<file path="src/rtl/st_pipeline_fifo.sv">
// Parametrised Avalon-ST pipeline FIFO with fill level and input-side framing checks.
// Define ST_PIPE_STATS_EN to add packet_count / error_count statistics outputs.
module st_pipeline_fifo #(
  parameter int DATA_WIDTH    = 32,
  parameter int EMPTY_WIDTH   = 2,
  parameter int CHANNEL_WIDTH = 1,
  parameter int DEPTH         = 4
) (
  input  logic                         clk_clk,
  input  logic                         reset_reset,
  output logic                         sink0_ready,
  input  logic                         sink0_valid,
  input  logic                         sink0_startofpacket,
  input  logic                         sink0_endofpacket,
  input  logic [DATA_WIDTH-1:0]        sink0_data,
  input  logic [EMPTY_WIDTH-1:0]       sink0_empty,
  input  logic [CHANNEL_WIDTH-1:0]     sink0_channel,
  input  logic                         source0_ready,
  output logic                         source0_valid,
  output logic                         source0_startofpacket,
  output logic                         source0_endofpacket,
  output logic [DATA_WIDTH-1:0]        source0_data,
  output logic [EMPTY_WIDTH-1:0]       source0_empty,
  output logic [CHANNEL_WIDTH-1:0]     source0_channel,
`ifdef ST_PIPE_STATS_EN
  output logic [31:0]                  packet_count,
  output logic [15:0]                  error_count,
`endif
  output logic [$clog2(DEPTH):0]       fill_level,
  output logic                         frame_error
);

  localparam int AW = $clog2(DEPTH);
  localparam int FW = AW + 1;
  localparam int WW = DATA_WIDTH + EMPTY_WIDTH + CHANNEL_WIDTH + 2;
  localparam logic [FW-1:0] FILL_FULL = FW'(DEPTH);
  localparam logic [FW-1:0] FILL_ZERO = {FW{1'b0}};

  typedef enum logic [0:0] {
    S_IDLE   = 1'b0,
    S_IN_PKT = 1'b1
  } frame_state_e;

  logic [WW-1:0]  mem_q [DEPTH];
  logic [WW-1:0]  mem_d [DEPTH];
  logic [AW-1:0]  wr_ptr_q, wr_ptr_d;
  logic [AW-1:0]  rd_ptr_q, rd_ptr_d;
  logic [FW-1:0]  fill_q, fill_d;
  logic           ready_q, ready_d;
  logic           frame_error_q, frame_error_d;
  frame_state_e   state_q, state_d;

  logic           push_s;
  logic           pop_s;
  logic           violation_s;
  logic [WW-1:0]  sink_word_s;
  logic [WW-1:0]  head_word_s;

  // ready_q is a flop, so acceptance never depends on this cycle's pop
  assign push_s      = sink0_valid & ready_q;
  assign pop_s       = (fill_q != FILL_ZERO) & source0_ready;
  assign sink_word_s = {sink0_startofpacket, sink0_endofpacket, sink0_empty,
                        sink0_channel, sink0_data};
  assign head_word_s = mem_q[rd_ptr_q];

  assign sink0_ready   = ready_q;
  assign source0_valid = (fill_q != FILL_ZERO);
  assign fill_level    = fill_q;
  assign frame_error   = frame_error_q;
  assign {source0_startofpacket, source0_endofpacket, source0_empty,
          source0_channel, source0_data} = head_word_s;

  // storage write, pointer and occupancy next-state
  always_comb begin
    mem_d    = mem_q;
    wr_ptr_d = wr_ptr_q;
    rd_ptr_d = rd_ptr_q;
    fill_d   = fill_q;
    if (push_s) begin
      mem_d[wr_ptr_q] = sink_word_s;
      wr_ptr_d        = wr_ptr_q + AW'(1);
    end else begin
      wr_ptr_d = wr_ptr_q;
    end
    if (pop_s) begin
      rd_ptr_d = rd_ptr_q + AW'(1);
    end else begin
      rd_ptr_d = rd_ptr_q;
    end
    case ({push_s, pop_s})
      2'b10:   fill_d = fill_q + FW'(1);
      2'b01:   fill_d = fill_q - FW'(1);
      default: fill_d = fill_q;
    endcase
    ready_d = (fill_d != FILL_FULL);
  end

  // framing checker: next state only depends on eop, the error on sop vs. state
  always_comb begin
    state_d       = state_q;
    violation_s   = 1'b0;
    frame_error_d = 1'b0;
    if (push_s) begin
      case (state_q)
        S_IDLE:   violation_s = ~sink0_startofpacket;
        S_IN_PKT: violation_s = sink0_startofpacket;
        default:  violation_s = 1'b0;
      endcase
      state_d       = sink0_endofpacket ? S_IDLE : S_IN_PKT;
      frame_error_d = violation_s;
    end else begin
      state_d       = state_q;
      frame_error_d = 1'b0;
    end
  end

  // buffer contents are not reset; they are discarded via the pointers
  always_ff @(posedge clk_clk) begin
    mem_q <= mem_d;
  end

  // control state registers
  always_ff @(posedge clk_clk) begin
    if (reset_reset) begin
      wr_ptr_q      <= {AW{1'b0}};
      rd_ptr_q      <= {AW{1'b0}};
      fill_q        <= FILL_ZERO;
      ready_q       <= 1'b0;
      frame_error_q <= 1'b0;
      state_q       <= S_IDLE;
    end else begin
      wr_ptr_q      <= wr_ptr_d;
      rd_ptr_q      <= rd_ptr_d;
      fill_q        <= fill_d;
      ready_q       <= ready_d;
      frame_error_q <= frame_error_d;
      state_q       <= state_d;
    end
  end

`ifdef ST_PIPE_STATS_EN
  logic [31:0] packet_count_q, packet_count_d;
  logic [15:0] error_count_q, error_count_d;

  // packets counted at the output, errors counted from the registered pulse
  always_comb begin
    packet_count_d = packet_count_q;
    error_count_d  = error_count_q;
    if (pop_s && source0_endofpacket) begin
      packet_count_d = packet_count_q + 32'd1;
    end else begin
      packet_count_d = packet_count_q;
    end
    if (frame_error_q && (error_count_q != 16'hFFFF)) begin
      error_count_d = error_count_q + 16'd1;
    end else begin
      error_count_d = error_count_q;
    end
  end

  // statistics registers
  always_ff @(posedge clk_clk) begin
    if (reset_reset) begin
      packet_count_q <= 32'd0;
      error_count_q  <= 16'd0;
    end else begin
      packet_count_q <= packet_count_d;
      error_count_q  <= error_count_d;
    end
  end

  assign packet_count = packet_count_q;
  assign error_count  = error_count_q;
`endif

endmodule

</file>
<file path="config.mk">
export PLATFORM = sky130hd
export DESIGN_NAME = st_pipeline_fifo
export DESIGN_NICKNAME = d
export VERILOG_FILES = /design/src/rtl/st_pipeline_fifo.sv
export SDC_FILE = /design/constraint.sdc
export NUM_CORES = 1
export LEC_CHECK = 0
export CORE_MARGIN = 3
export CORE_UTILIZATION = 26
export CTS_BUF_LIST = sky130_fd_sc_hd__clkbuf_2
export DETAILED_ROUTE_END_ITERATION = 8
export HOLD_SLACK_MARGIN = 0.12
export PLACE_DENSITY = 0.52
export SETUP_SLACK_MARGIN = 0.2
export SLEW_MARGIN = 10
export SYNTH_ARGS = -nofsm -noshare
export SYNTH_HDL_FRONTEND = slang
export SYNTH_SLANG_ARGS = --single-unit
</file>
<file path="constraint.sdc">
create_clock -name clk_clk -period 1.8 [get_ports clk_clk]
set_input_delay 0.27 -clock clk_clk [delete_from_list [all_inputs] [get_ports clk_clk]]
set_output_delay 0.27 -clock clk_clk [all_outputs]
set_load 0.01 [all_outputs]
</file>
==> impl_metrics.json <==
{
  "outcome": "complete, but fails checks",
  "violations": "setup timing",
  "grt_pass1_wl_um": 18070,
  "area_growth_syn_to_layout_pct": 38.05,
  "setup_viol": 40,
  "ys_warn_count": 0,
  "max_slew_margin": 0.7293,
  "async_reset_ff_frac": 0,
  "path_clk_slew_ps": 230,
  "critPathMaxStageDelay_ps": 520,
  "power_frac_seq": 0.436,
  "cts_buffers": 17,
  "synth_edf_count": 148,
  "rsz0062_at_grt": "yes",
  "path_class": "reg2out",
  "synthFlopType": "edfxtp_1",
  "ys_ff_latch": 158,
  "hold_ws_ps": 221.2,
  "crit_top_cell": "buf_6",
  "p_leak_uw": 0.002714,
  "drv_slew": 0,
  "cts.path.max_buffers": 2,
  "hold_path_class": "in2reg",
  "synth_area_sq_um": 5851,
  "coreArea_sq_um": 21960,
  "wl_per_cell_um": 16.93,
  "start_util": 0.2664,
  "first_global_vias": 3198,
  "drc": 0,
  "worst_pin_slew_ps": 406.1,
  "grt_max_degree": 29,
  "start_kind": "flop",
  "diodes": 0,
  "die_area_sq_um": 24340,
  "fin_crit_sh": 1.331,
  "rows": 54,
  "vias": 2980,
  "crit_chain": "buf_6, buf_12, buf_16, mux4_2, buf_6",
  "fmax_ghz": 0.4174,
  "combPwrFrac": 0.385,
  "ctsRootBufferMaster": "clkbuf_2",
  "drt.antenna.violating_nets": 0,
  "dr.pass1.iters": 4,
  "worstPathMaxFanout": 5,
  "hpwl_um": 7577,
  "drv_cap": 0,
  "chipHeight_um": 156.0,
  "cp_data_required_time_ps": 1530,
  "clockPowerShare": 0.178,
  "grt.overflow.total": 0,
  "viasPerCell": 4.245,
  "intPower_uw": 7574,
  "layout.nets": 456,
  "synth_nets": 296,
  "htreeDepth": 4,
  "fp.dieW_um": 156.0,
  "drive_gt1_frac": 0.4194,
  "timing.final.crit_period_ps": 2396,
  "grt_usage": 0.1005,
  "hold_viol": 0,
  "clock_latency_ps": 660,
  "syn_area_per_cell_sq_um": 23.50,
  "fin_skew_ps": 27.70,
  "final_cell_count_no_fill": 702,
  "swShare": 0.2811,
  "place_inst": 633,
  "finalSetupTns_ps": -19210,
  "setup_ws_ps": -596.0,
  "crit_slowest_cell": "mux4_2",
  "cts_sinks": 158,
  "ir_drop_mv": 0.6641,
  "port_buffers": 83,
  "antenna_found_initial": 1,
  "synth.distinct_cells": 25,
  "power_density_nw_per_um2": 1304,
  "cts_tree": "built",
  "arrival_ps": 2130,
  "synth_cells": 249,
  "drtIter0Drc": 116,
  "drt_wl_total_um": 11880,
  "fin_total_pwr_uw": 10540,
  "timing.critical_path.to_type": "output port",
  "p_sw_uw": 2961,
  "io_pins": 84,
  "globalplace.congestion": 0.7565,
  "ys_seq_area_frac": 0.7938
}
## worst max-delay path: cells and delay by family, from the launching register on
kind,cells,cell delay [ps]
flip-flops,1,460
buffers and inverters,4,480
multiplexers,1,520
## placed cells by master (no fill, tap or decap), types with 2 or more instances in the layout
master / netlist / final
clkbuf_2: 0 / 19
inv_6: 0 / 4
dfxtp_1: 10 / 3
buf_2: 3 / 8
dfxtp_4: 0 / 4
ha_1: 5 / 4
nor2_1: 6 / 6
clkinv_4: 0 / 2
dlygate4sd3_1: 0 / 18
xnor2_1: 2 / 2
nand2_1: 2 / 2
mux4_2: 37 / 37
xor2_1: 4 / 4
edfxtp_1: 148 / 148
bufinv_16: 0 / 2
buf_6: 2 / 48
and3_2: 0 / 4
a21oi_1: 4 / 3
dfxtp_2: 0 / 3
clkinv_1: 0 / 2
clkdlybuf4s50_1: 0 / 40
clkinv_2: 0 / 2
buf_12: 0 / 16
buf_4: 2 / 18
inv_1: 6 / 5
## power by group through the flow
stage	combinational, uW	sequential, uW	clock, uW
floorplan	1640	4670	0
global placement	3460	4670	0
detailed placement	3490	4690	0
CTS	3910	4600	1990
global route	4380	4640	2110
finish	4060	4600	1880
## sequential cells by signal, indices dropped and copies added, names as in the netlist
signal,count
rd_ptr_q,2
state_q,1
wr_ptr_q,2
mem_q,148
frame_error,1
fill_level,3
sink0_ready,1
## logic make-up after synthesis
| kind of cell | count (synthesis) | synth area share |
|---|---|---|
| buffers and inverters | 15 | 0.01411 |
| adders and majority gates | 6 | 0.01411 |
| AOI/OAI and AO/OA | 10 | 0.01176 |
| and+or+nand+nor | 17 | 0.01475 |
| xor gates and xnor gates | 6 | 0.008982 |
| muxes | 37 | 0.1424 |
| DFF | 158 | 0.7938 |
## synth_stat cells (3+ instances only)
library cell | count | area share
xor2_1 | 4 | 0.0060
and3_1 | 4 | 0.0043
buf_2 | 3 | 0.0026
ha_1 | 5 | 0.011
a21oi_1 | 4 | 0.0034
dfxtp_1 | 10 | 0.034
inv_1 | 6 | 0.0038
nor2_1 | 6 | 0.0038
edfxtp_1 | 148 | 0.76
mux4_2 | 37 | 0.14
## metal layers
layer | vias up | global-route usage | wire (um)
met1 | 1544 | 0.1220 | 5068
met2 | 61 | 0.1682 | 6037
met4 | 2 | 0.02733 | 142
met5 | - | 0 | 13
li1 | 1360 | - | -
met3 | 13 | 0.03856 | 620
## final timing paths
check	to	startpoint	cells past startpoint	slack, ps
worst max-delay path	source0_data[11]	rd_ptr_q[0]$_SDFFE_PP0P_	5	-600
worst min register to register	wr_ptr_q[1]$_SDFFE_PP0P_	wr_ptr_q[1]$_SDFFE_PP0P_	2	520
worst max register to register	sink0_ready$_SDFF_PP0_	fill_level[0]$_SDFF_PP0_	8	-260
worst min-delay path	mem_q[62]$_DFFE_PP_	sink0_data[25]	1	220
## cell type report
class | instances | area, sq um
clock buffers | 19 | 95.09
fillers | 2020 | 13880
repair buffers | 150 | 1659
well taps | 280 | 350.3
inverters | 6 | 22.52
clock inverters | 13 | 137.6
multi-input cells | 76 | 1149
flip-flops and latches | 158 | 4663
## repair_timing
item,4_1_cts,5_1_grt
gates cloned,1,0
setup endpoints to repair,46,45
buffers inserted,16,2
pin swaps,3,1
hold buffers,5,13
gates resized for setup,216,15
endpoints found under the hold margin,15,39
## stage by stage
stage	util	area [sq um]	setup WS, ps
floorplan	-	5872	-97.02
global placement	0.3364	7386	-479.8
detailed placement	0.3364	7386	-570.2
CTS	0.3573	7846	-707.2
global route	0.3678	8077	-777.7
finish	0.3678	8077	-596.0
Power figures use the tool's default switching activity.
